File: config.mk
export PLATFORM = sky130hd
export DESIGN_NAME = cpu_ctrl_seq
export DESIGN_NICKNAME = d
export VERILOG_FILES = /design/src/rtl/cpu_ctrl_seq.sv
export SDC_FILE = /design/constraint.sdc
export NUM_CORES = 1
export LEC_CHECK = 0
export CAP_MARGIN = 20
export CORE_MARGIN = 5
export CORE_UTILIZATION = 40
export DETAILED_ROUTE_END_ITERATION = 8
export PLACE_DENSITY = 0.76
export SLEW_MARGIN = 5
export SYNTH_ARGS = -nofsm -noshare
export SYNTH_HDL_FRONTEND = slang
export SYNTH_SLANG_ARGS = --single-unit
export TNS_END_PERCENT = 30
File: constraint.sdc
create_clock -name clk -period 1.95 [get_ports clk]
set_input_delay 0.585 -clock clk [delete_from_list [all_inputs] [get_ports clk]]
set_output_delay 0.585 -clock clk [all_outputs]
set_load 0.02 [all_outputs]
File: src/rtl/cpu_ctrl_seq.sv
// Fetch/execute control sequencer for the tiny CPU register datapath.
// Walks IDLE -> T1..T6 -> (T1 | HALT) and decodes the datapath strobes
// combinationally from the current T-state and the IR opcode field.
// RAM reads in T3/T5 stall on mem_ready; loads fed from RAM are masked
// while the read data is not yet valid so stale bus values are never captured.
module cpu_ctrl_seq #(
  parameter int OPW       = 4,
  parameter int CNT_W     = 8,
  parameter int EARLY_END = 1
) (
  input  logic             clk,
  input  logic             rst_n,
  input  logic             start,
  input  logic [OPW-1:0]   opcode,
  input  logic             mem_ready,
  output logic             pc_inc,
  output logic             pc_oe,
  output logic             mar_load,
  output logic             ram_oe,
  output logic             ir_load,
  output logic             ir_oe,
  output logic             acc_load,
  output logic             acc_oe,
  output logic             b_load,
  output logic             alu_sub,
  output logic             alu_oe,
  output logic             out_load,
  output logic             busy,
  output logic             halted,
  output logic [CNT_W-1:0] instr_count
);

  typedef enum logic [2:0] {
    ST_IDLE = 3'd0,
    ST_T1   = 3'd1,
    ST_T2   = 3'd2,
    ST_T3   = 3'd3,
    ST_T4   = 3'd4,
    ST_T5   = 3'd5,
    ST_T6   = 3'd6,
    ST_HALT = 3'd7
  } state_t;

  localparam logic [OPW-1:0] OP_LDA = OPW'(4'h0);
  localparam logic [OPW-1:0] OP_ADD = OPW'(4'h1);
  localparam logic [OPW-1:0] OP_SUB = OPW'(4'h2);
  localparam logic [OPW-1:0] OP_OUT = OPW'(4'hE);
  localparam logic [OPW-1:0] OP_HLT = OPW'(4'hF);

  // Short instructions return to T1 right after their last active T-state.
  localparam logic EARLY_S = (EARLY_END != 0);

  state_t           state_r;
  state_t           state_nxt_s;
  logic [CNT_W-1:0] count_r;

  logic is_lda_s;
  logic is_add_s;
  logic is_sub_s;
  logic is_out_s;
  logic is_hlt_s;
  logic is_nop_s;
  logic is_alu_s;
  logic is_mem5_s;

  // Opcode class decode; anything not listed behaves as a NOP.
  always_comb begin
    is_lda_s = 1'b0;
    is_add_s = 1'b0;
    is_sub_s = 1'b0;
    is_out_s = 1'b0;
    is_hlt_s = 1'b0;
    is_nop_s = 1'b0;
    case (opcode)
      OP_LDA:  is_lda_s = 1'b1;
      OP_ADD:  is_add_s = 1'b1;
      OP_SUB:  is_sub_s = 1'b1;
      OP_OUT:  is_out_s = 1'b1;
      OP_HLT:  is_hlt_s = 1'b1;
      default: is_nop_s = 1'b1;
    endcase
    is_alu_s  = is_add_s | is_sub_s;
    // Only these opcodes read RAM in T5 and therefore wait on mem_ready there.
    is_mem5_s = is_lda_s | is_alu_s;
  end

  // State register; reset returns to IDLE from anywhere, including HALT and stalls.
  always_ff @(posedge clk or negedge rst_n) begin
    if (!rst_n) begin
      state_r <= ST_IDLE;
    end else begin
      state_r <= state_nxt_s;
    end
  end

  // Next-state logic: fetch, opcode-dependent execute length, stalls and halt.
  always_comb begin
    state_nxt_s = state_r;
    case (state_r)
      ST_IDLE: begin
        if (start) begin
          state_nxt_s = ST_T1;
        end else begin
          state_nxt_s = ST_IDLE;
        end
      end
      ST_T1: state_nxt_s = ST_T2;
      ST_T2: state_nxt_s = ST_T3;
      ST_T3: begin
        if (mem_ready) begin
          state_nxt_s = ST_T4;
        end else begin
          state_nxt_s = ST_T3;
        end
      end
      ST_T4: begin
        // T4 is always visited so the opcode is sampled even for NOP.
        if (is_hlt_s) begin
          state_nxt_s = ST_HALT;
        end else if (EARLY_S && (is_out_s || is_nop_s)) begin
          state_nxt_s = ST_T1;
        end else begin
          state_nxt_s = ST_T5;
        end
      end
      ST_T5: begin
        if (is_mem5_s && !mem_ready) begin
          state_nxt_s = ST_T5;
        end else if (EARLY_S && !is_alu_s) begin
          state_nxt_s = ST_T1;
        end else begin
          state_nxt_s = ST_T6;
        end
      end
      ST_T6:   state_nxt_s = ST_T1;
      ST_HALT: state_nxt_s = ST_HALT;
      default: state_nxt_s = ST_IDLE;
    endcase
  end

  // Retired-instruction counter: one count per completed instruction fetch.
  always_ff @(posedge clk or negedge rst_n) begin
    if (!rst_n) begin
      count_r <= '0;
    end else if ((state_r == ST_T3) && mem_ready) begin
      count_r <= count_r + CNT_W'(1);
    end else begin
      count_r <= count_r;
    end
  end

  assign instr_count = count_r;

  // Strobe and status decode from the current T-state and opcode class.
  always_comb begin
    pc_inc   = 1'b0;
    pc_oe    = 1'b0;
    mar_load = 1'b0;
    ram_oe   = 1'b0;
    ir_load  = 1'b0;
    ir_oe    = 1'b0;
    acc_load = 1'b0;
    acc_oe   = 1'b0;
    b_load   = 1'b0;
    alu_sub  = 1'b0;
    alu_oe   = 1'b0;
    out_load = 1'b0;
    busy     = 1'b0;
    halted   = 1'b0;
    case (state_r)
      ST_IDLE: begin
        busy = 1'b0;
      end
      ST_T1: begin
        busy     = 1'b1;
        pc_oe    = 1'b1;
        mar_load = 1'b1;
      end
      ST_T2: begin
        busy   = 1'b1;
        pc_inc = 1'b1;
      end
      ST_T3: begin
        busy    = 1'b1;
        ram_oe  = 1'b1;
        ir_load = mem_ready;
      end
      ST_T4: begin
        busy = 1'b1;
        if (is_lda_s || is_alu_s) begin
          ir_oe    = 1'b1;
          mar_load = 1'b1;
        end else if (is_out_s) begin
          acc_oe   = 1'b1;
          out_load = 1'b1;
        end else begin
          ir_oe = 1'b0;
        end
      end
      ST_T5: begin
        busy = 1'b1;
        if (is_lda_s) begin
          ram_oe   = 1'b1;
          acc_load = mem_ready;
        end else if (is_alu_s) begin
          ram_oe = 1'b1;
          b_load = mem_ready;
        end else begin
          ram_oe = 1'b0;
        end
      end
      ST_T6: begin
        busy = 1'b1;
        if (is_alu_s) begin
          alu_oe   = 1'b1;
          acc_load = 1'b1;
          alu_sub  = is_sub_s;
        end else begin
          alu_oe = 1'b0;
        end
      end
      ST_HALT: begin
        halted = 1'b1;
      end
      default: begin
        busy = 1'b0;
      end
    endcase
  end

endmodule

==> flow_metrics.tcl, run 1 <==
set metrics [dict create \
    synthAdderAreaFrac_pct 1.79 \
    htreeDepth 1 \
    avgSynthCellArea_um2 9.20 \
    cts_buffers 3 \
    clk_pin_slew_worst_paths_ns 0.06 \
    period_share_pct 105 \
    placed_cell_area_um2 1080 \
    vias_per_cell 5.14 \
    ctsRootBufferMaster "clkbuf_4" \
    final_nets 133 \
    synth-main-ff-cell "dfrtp_1" \
    slew_headroom_pct 67.5 \
    synth.yosys.warnings 0 \
    drc 0 \
    p_clk_share_pct 10.0 \
    hold_violations 0 \
    antennaDiodeCount 0 \
    place_hpwl_um 1450 \
    tightest_slew_ns 0.485 \
    critical_path_required_ns 1.36 \
    yosysUniqueCellTypes 31 \
    synth.area.mux_share_pct 2.15 \
    powerDensity_nw_per_um2 1300 \
    reg2reg_from "state_r[2]" \
    cp_cell_sequence "buf_8, nor3b_4, buf_4, buf_6, nand3b_1, a21boi_1, buf_4" \
    place_inst 131 \
    die_h_um 51.8 \
    power.internal_uw 863 \
    skew_ns 0.00692 \
    arrival_ns 1.47 \
    synth-simple-area-share_pct 34.0 \
    cellLeakagePower_nw 0.566 \
    synth_area_leaders "dfrtp_1 (39%), xnor2_1 (8.8%), nand2_1 (4.3%), nand3b_1 (4.3%), and3_1 (3.6%)" \
    die_area_um2 2680 \
    violations "setup timing" \
    post-route-min-period_ns 2.05 \
    grt_pass1_wl_um 3280 \
    synth.most_common_cell "dfrtp_1" \
    worst_hold_path_type "reg -> reg" \
    slowest_stage "nor3b_4" \
    end_kind "output port" \
    crit_path_max_fanout 2 \
    async_flop_share_pct 100 \
    drive_above_1_share_pct 41.5 \
    synth_top_area_share_pct 39.4 \
    synth_top_area_cell "dfrtp_1" \
    antenna_found_initial 0 \
    p_switching_uw 643 \
    syn-cell-area_um2 699 \
    setup_ws_ns -0.102 \
    path_delay_family "buffers and inverters" \
    wirelength_um 1940 \
    drv_slew 0 \
    fp.dieW_um 51.8 \
    initial_core_util_pct 41.4 \
    finalSetupViolCount 4 \
    seq_area_frac_synth_pct 39.4 \
    grt_usage_pct 16.4 \
    comb_power_share_pct 60.8 \
    cp_common_cell "buf_4" \
    crit_start "opcode[2]" \
    cts_tree "built" \
    cts_hold_buf 0 \
    design_area_um2 1160 \
    drtPass1Iterations 4 \
    synth_common_cells "dfrtp_1 (11), nand2_1 (8), xnor2_1 (7)" \
    wl_per_cell_um 13.9 \
    coreArea_um2 1690 \
    synth_edf_count 0 \
    ys_ff_latch 11 \
    synth-xor-area-share_pct 10.0 \
    grt_max_degree 12 \
    grt_overflow 0 \
    ir_drop_uv 877 \
    globalplace.congestion 0.840 \
    port_buffers 29 \
    io_pins 30 \
    finalNonFillerCells 140 \
    worstSkewPairLatency_ns 0.27 \
    synth-compound-area-share_pct 8.05 \
    synthesis.nets 85 \
    finalSetupTns_ns -0.198 \
    clkSinkCount 11 \
    grt_pass1_vias 716 \
    p_seq_share_pct 29.2 \
    synth_top_family_by_area "simple AND/OR/NAND/NOR gates" \
    ant_nets 0 \
    cts.path.max_buffers 2 \
    status "finished with violations" \
    vias 719 \
    fmax_mhz 487 \
    crit_type "in -> out" \
    rsz0062_at_grt "true" \
    drtIter0Drc 4 \
    hp-start "instr_count[7]" \
    syn_to_final_growth_pct 65.5 \
    num_rows 15 \
    startpoint_type "input port" \
    crit_buf_inv 4 \
    power_mw 1.51 \
    switching_share_pct 42.7 \
    slowest_delay_ns 0.20 \
    max-cap-violations 0 \
    synth_cells 76 \
]
per-layer routing:
metal / up-vias / global-route usage [%] / routed length, µm
li1: 364 / - / -
met1: 338 / 20.8 / 855
met2: 14 / 25.4 / 988
met3: 3 / 4.58 / 82
met4: 0 / 7.86 / 17
met5: - / 0 / 0
cells by family after synthesis:
kind of cell / after synthesis
xor gates and xnor gates: 8
and+or+nand+nor: 41
muxes: 1
AOI/OAI and AO/OA: 9
buffers and inverters: 5
adders and majority gates: 1
DFF: 11
layout make-up:
class / count / area, µm²
sequential: 11 / 278
clock buffer: 4 / 26.3
fill: 136 / 532
timing repair buffer: 47 / 390
tap: 17 / 21.3
multi-input combinational: 60 / 438
inverter: 1 / 3.75
flip-flops by register name, indices dropped and copies added (netlist names):
signal and count:
instr_count 8, state_r 3
worst reg2reg max path, stage by stage, from the launching register on:
cell and delay (ns):
dfrtp_1 0.39, buf_4 0.16, and4b_1 0.27, buf_4 0.18, mux2_4 0.31
worst paths after layout:
| check | to | slack (ns) | depth (start not counted) |
|---|---|---|---|
| min in group asynchronous | instr_count[2] | 0.64 | 1 |
| min reg2reg | instr_count[7] | 0.47 | 1 |
| max in group asynchronous | state_r[0] | 0.96 | 1 |
| max reg2reg | instr_count[1] | 0.54 | 4 |
| max | ram_oe | -0.10 | 7 |
| min | instr_count[7] | 0.47 | 1 |
what timing repair did:
action | 4_1_cts | 5_1_grt
cloned | 0 | 0
buffers inserted | 5 | 0
pin swaps | 5 | 1
gates resized for setup | 82 | 24
setup endpoints to repair | 14 | 15
power by group through the flow:
stage | registers [mW] | logic [mW] | clock network, mW
6_report | 0.440 | 0.915 | 0.151
5_1_grt | 0.460 | 0.979 | 0.174
4_1_cts | 0.428 | 0.861 | 0.155
3_5_place_dp | 0.422 | 0.885 | 0
3_3_place_gp | 0.415 | 0.872 | 0
2_1_floorplan | 0.448 | 0.422 | 0
stage by stage:
stage	utilization (%)	setup WS, ns	hold WS (ns)
final	68.5	-0.102	0.468
after global routing	68.5	-0.166	0.491
after CTS	65.4	-0.0754	0.474
after detailed placement	63.9	-0.910	0.462
after global placement	63.9	-0.911	0.460
after floorplan	-	0.0108	0.289
placed cells by master, fill, tap and decap left out, types with 2 or more instances in the layout:
cell,n
nand3b_1,4
nand2_1,8
buf_2,5
dfrtp_1,9
nor2_2,2
xnor2_1,6
nand4_1,2
and3_1,3
nor2_1,4
clkdlybuf4s50_1,8
dfrtp_2,2
clkbuf_4,3
a21oi_1,2
nand3_1,4
and2_1,3
dlymetal6s2s_1,2
buf_4,26
buf_6,4
(Power assumes the default switching activity.)
==> run 2, diff against run 1 <==
Settings changed: CTS_BUF_LIST set to sky130_fd_sc_hd__clkbuf_4 sky130_fd_sc_hd__clkbuf_8, PLACE_DENSITY 0.76 to 0.75, SLEW_MARGIN 5 to unset.
==> flow_metrics.tcl, run 2 (synthesis gave the netlist of run 1 again) <==
set metrics [dict create \
    whs_ns 0.471 \
    drv_slew 0 \
    end_kind "output port" \
    rsz0062_at_grt "true" \
    tightest_slew_ns 0.485 \
    layout_common_cells "buf_4 (24), buf_2 (9), clkdlybuf4s50_1 (9), dfrtp_1 (9), nand2_1 (7)" \
    fp.dieW_um 51.8 \
    hold_end "instr_count[7]" \
    htreeDepth 1 \
    ctsRootBufferMaster "clkbuf_4" \
    antennaDiodeCount 0 \
    placed_cell_area_um2 1110 \
    r2r_end "instr_count[1]" \
    period_share_pct 102 \
    antenna_found_initial 0 \
    worstSkewPairLatency_ns 0.27 \
    drtIter0Drc 14 \
    grt_max_degree 12 \
    slew_headroom_pct 67.6 \
    skew_ns 0.000872 \
    cellLeakagePower_nw 0.547 \
    fmax_mhz 505 \
    clk_pin_slew_worst_paths_ns 0.07 \
    rrSetupSlack_ns 0.53 \
    wl_per_cell_um 14.2 \
    globalplace.congestion 0.789 \
    grt_pass1_wl_um 3260 \
    vias 756 \
    die_h_um 51.8 \
    syn_to_final_growth_pct 64.8 \
    arrival_ns 1.40 \
    grt_pass1_vias 744 \
    ir_drop_uv 710 \
    num_rows 15 \
    status "finished with violations" \
    coreArea_um2 1690 \
    crit_path_max_fanout 6 \
    max-cap-violations 0 \
    vias_per_cell 5.40 \
    crit_type "reg -> out" \
    worst_hold_path_type "reg -> reg" \
    hold_violations 0 \
    initial_core_util_pct 41.4 \
    hp-start "instr_count[7]" \
    ant_nets 0 \
    drc 0 \
    nFillCells 134 \
    drtPass1Iterations 4 \
    grt_overflow 0 \
    port_buffers 29 \
    largest_reg_flops 8 \
    min_path_cells 1 \
    critical_path_required_ns 1.36 \
    final_nets 133 \
    rr_worst_depth 4 \
    io_pins 30 \
    startpoint_type "register" \
    post-route-min-period_ns 1.98 \
    mostFrequentLayoutCell "buf_4" \
    clkSinkCount 11 \
    wirelength_um 1980 \
    grt_usage_pct 16.2 \
    violations "setup timing" \
    power_mw 1.49 \
    cts_hold_buf 0 \
    design_area_um2 1150 \
    cts_tree "built" \
    cts.path.max_buffers 2 \
    powerDensity_nw_per_um2 1300 \
    cts_buffers 3 \
    place_hpwl_um 1530 \
    die_area_um2 2680 \
    setup_ws_ns -0.0310 \
    finalSetupViolCount 3 \
    drive_above_1_share_pct 42.3 \
    reg2reg_from "state_r[0]" \
]
## run 2: changes by cell type in the layout (fill, tap and decap cells not counted), moves of 2 or more
cell / delta
buf_2: +4
buf_4: -2
buf_6: -2
dlymetal6s2s_1: -2
## run 2: layout make-up
type,instances,area (µm²),area share (%)
sequential,11,278,24.1
multi-input combinational,60,447,38.8
clock buffer,4,30.0,2.61
tap,17,21.3,1.85
timing repair buffer,47,373,32.4
inverter,1,3.75,0.326
## run 2: timing repair
item,CTS,global route
gates cloned,0,0
endpoints found under the hold margin,0,0
resized for setup,91,10
pin swaps,4,3
buffers inserted,0,1
setup endpoints to repair,15,13
## run 2: power breakdown
group / internal, mW / leakage [nW] / switching, mW / total [mW]
sequential: 0.313 / 0.138 / 0.120 / 0.432
combinational: 0.451 / 0.391 / 0.442 / 0.893
clock: 0.0932 / 0.0184 / 0.0750 / 0.168
total: 0.857 / 0.547 / 0.637 / 1.49
## run 2: layer usage
metal	wire length [µm]	track usage [%]
met2	1040	26.5
met5	0	0
met1	862	20.3
met3	55	3.72
met4	24	6.99
## run 2: critical path, stage by stage, from the launching register on
cell	delay [ns]
dfrtp_2	0.46
nor3_1	0.28
nand2_1	0.11
nor3_2	0.11
buf_4	0.16
## run 2: worst max-delay path by stage
stage,startpoint,endpoint,cells after the start,slack [ns]
floorplan,opcode[3],b_load,3,0.01
global placement,opcode[3],ram_oe,5,-0.88
detailed placement,opcode[3],mar_load,5,-0.91
CTS,state_r[0],acc_load,4,-0.03
global route,opcode[3],mar_load,5,-0.07
finish,state_r[1],b_load,4,-0.03
## run 2: per-stage QoR
stage                     TNS [ns]  instances  util (%)  setup WS, ns
after floorplan                  0         76         -        0.0108
after CTS                  -0.0570        139      66.9       -0.0325
after global routing        -0.624        140      68.2       -0.0748
after detailed placement     -8.85        135      65.7        -0.906
after global placement       -8.55        135      65.7        -0.878
final                      -0.0378        140      68.2       -0.0310
==> RTL change, RTL diff (config.mk and constraints of run 2) <==
Put one more register stage on the output `instr_count`. The value now appears one clock later. The other outputs are not delayed to match.
--- a/src/rtl/cpu_ctrl_seq.sv
+++ b/src/rtl/cpu_ctrl_seq.sv
@@ -151,3 +151,5 @@
 
-  assign instr_count = count_r;
+  always_ff @(posedge clk) begin
+    instr_count <= count_r;
+  end
 
Check against the original RTL: not equivalent (Yosys sat finds a counterexample within 10 cycles, from zero or initial values and one cycle with rst_n low).
==> RTL change against run 2 <==
  * The flow still finishes with violations (setup timing)
  * Via count is 14% higher
  * Cell count grew 21%
  * Worst setup slack worse by 100 ps
  * Design area grew 29%
  * Sequential cell count up 8
  * Total power up 32%
  * Global-route usage decreased by 0.31 points
  * Area after synthesis grew 30%
  * Wire length increased by 25%
  * First-iteration DRC count increased by 29%
  * Sequential share of layout area grew 5.3 points
  * Count of clock-buffer cells in the layout is the same
==> RTL change: results (changes against run 2) <==
| Metric | Value |
|---|---|
| Status | `finished, violations left` |
| Failing checks | `setup timing` |
| Post-DR wirelength/cell | `14.7 um (+3.6%)` |
| Via count | `865 (+14%)` |
| Post-Route Setup TNS | `-514 ps (-476 ps)` |
| Final setup fails | `6 (+3)` |
| Tot GR Track Use | `0.159 (-0.00310)` |
| Post-DP HPWL | `1760 um (+15%)` |
| Area contributors post-synth | `dfrtp_1 (30%), dfxtp_1 (18%), xnor2_1 (4.8%)` |
| Seq/Total Area, Yosys | `0.478 (+0.0845)` |
| First-pass GRT wire length | `4100 um (+26%)` |
| Hold path depth | `0 (-1)` |
| Post-synthesis cell type count | `34 (+9.7%)` |
| Layout cells sized above 1 | `0.468 (+0.0453)` |
| Clock slew at reported path FFs | `90 ps (+20 ps)` |
| List of most frequent post-synthesis cells | `dfrtp_1 (11), nand2_1 (11), dfxtp_1 (8)` |
| CP Data Arrival Time | `1500 ps (+100 ps)` |
| Initial DRC Count | `18 (+4)` |
| Vias in the first global route | `893 (+20%)` |
| # fillers | `171 (+28%)` |
| FF-to-FF path depth | `6 (+2)` |
| Worst skew pair latency | `290 ps (+20 ps)` |
| GPL Wtd Cong | `0.841 (+6.6%)` |
| Synth Net Count | `99 (+16%)` |
| Post-Route Skew | `3.92 ps (+3.05 ps)` |
| Maximum VDD drop | `880 uV (+24%)` |
| Slowest Stage Delay on Critical Path | `430 ps (-30 ps)` |
| Rel. slew slack | `0.665 (-0.0110)` |
| Cell family with most CP delay | `flip-flops` |
| Setup WS post-layout | `-132 ps (-101 ps)` |
| Leakage | `0.000697 uW (+27%)` |
| Async set or reset register ratio after synthesis | `0.579 (-0.421)` |
| Worst-path fanout max | `4 (-2)` |
-- RTL change: per-layer routing --
layer	track usage	vias up	routed length, um
met5	0	-	0
met4	0.109	0	42
met3	0.0223	4	109
met2	0.285	28	1430
met1	0.169	419	897
li1	-	414	-
-- RTL change: worst paths after layout --
kind                                  end  slack, ps       start
setup / recovery                 acc_load       -130  state_r[1]
hold / removal             instr_count[7]        410  count_r[7]
max in group asynchronous      state_r[1]        970       rst_n
hold reg to reg            instr_count[7]        410  count_r[7]
min in group asynchronous      count_r[0]        620       rst_n
setup reg to reg               count_r[7]        370  state_r[2]
-- RTL change: kinds of logic after synthesis --
family | share of synthesized area
simple gates | 0.321
flops | 0.478
xor+xnor | 0.0865
compound gates | 0.0646
buf+inv | 0.0357
fa+ha+maj | 0.0137
-- RTL change: power by group --
group	total (uW)	internal [uW]	leakage (uW)	switching [uW]
Sequential	616	513	0.000205	102
Clock	203	93.5	0.0000184	109
Combinational	1160	615	0.000473	541
Total	1970	1220	0.000697	752
-- RTL change: final cells by class --
type / instances / area, um^2 / share of cell area
Clock buffer: 4 / 30.0 / 0.0202
Sequential cell: 19 / 438 / 0.294
Tap cell: 28 / 35.0 / 0.0235
Timing Repair Buffer: 53 / 457 / 0.306
Multi-Input combinational cell: 64 / 527 / 0.353
Inverter: 1 / 3.75 / 0.00252
-- RTL change: through the flow --
stage,setup WS (ps),instances,instance area (um^2),hold WS [ps]
after CTS,-130,169,1440,414
after floorplan,-95.8,90,916,289
after global placement,-853,159,1360,376
after global routing,-211,169,1490,430
final,-132,169,1490,408
after detailed placement,-960,159,1360,390
-- RTL change: repair_timing --
item	4_1_cts	5_1_grt
pin swaps	6	4
setup buffers	6	0
resized for setup	102	13
endpoints found under the setup margin	14	13
hold endpoints to repair	0	0
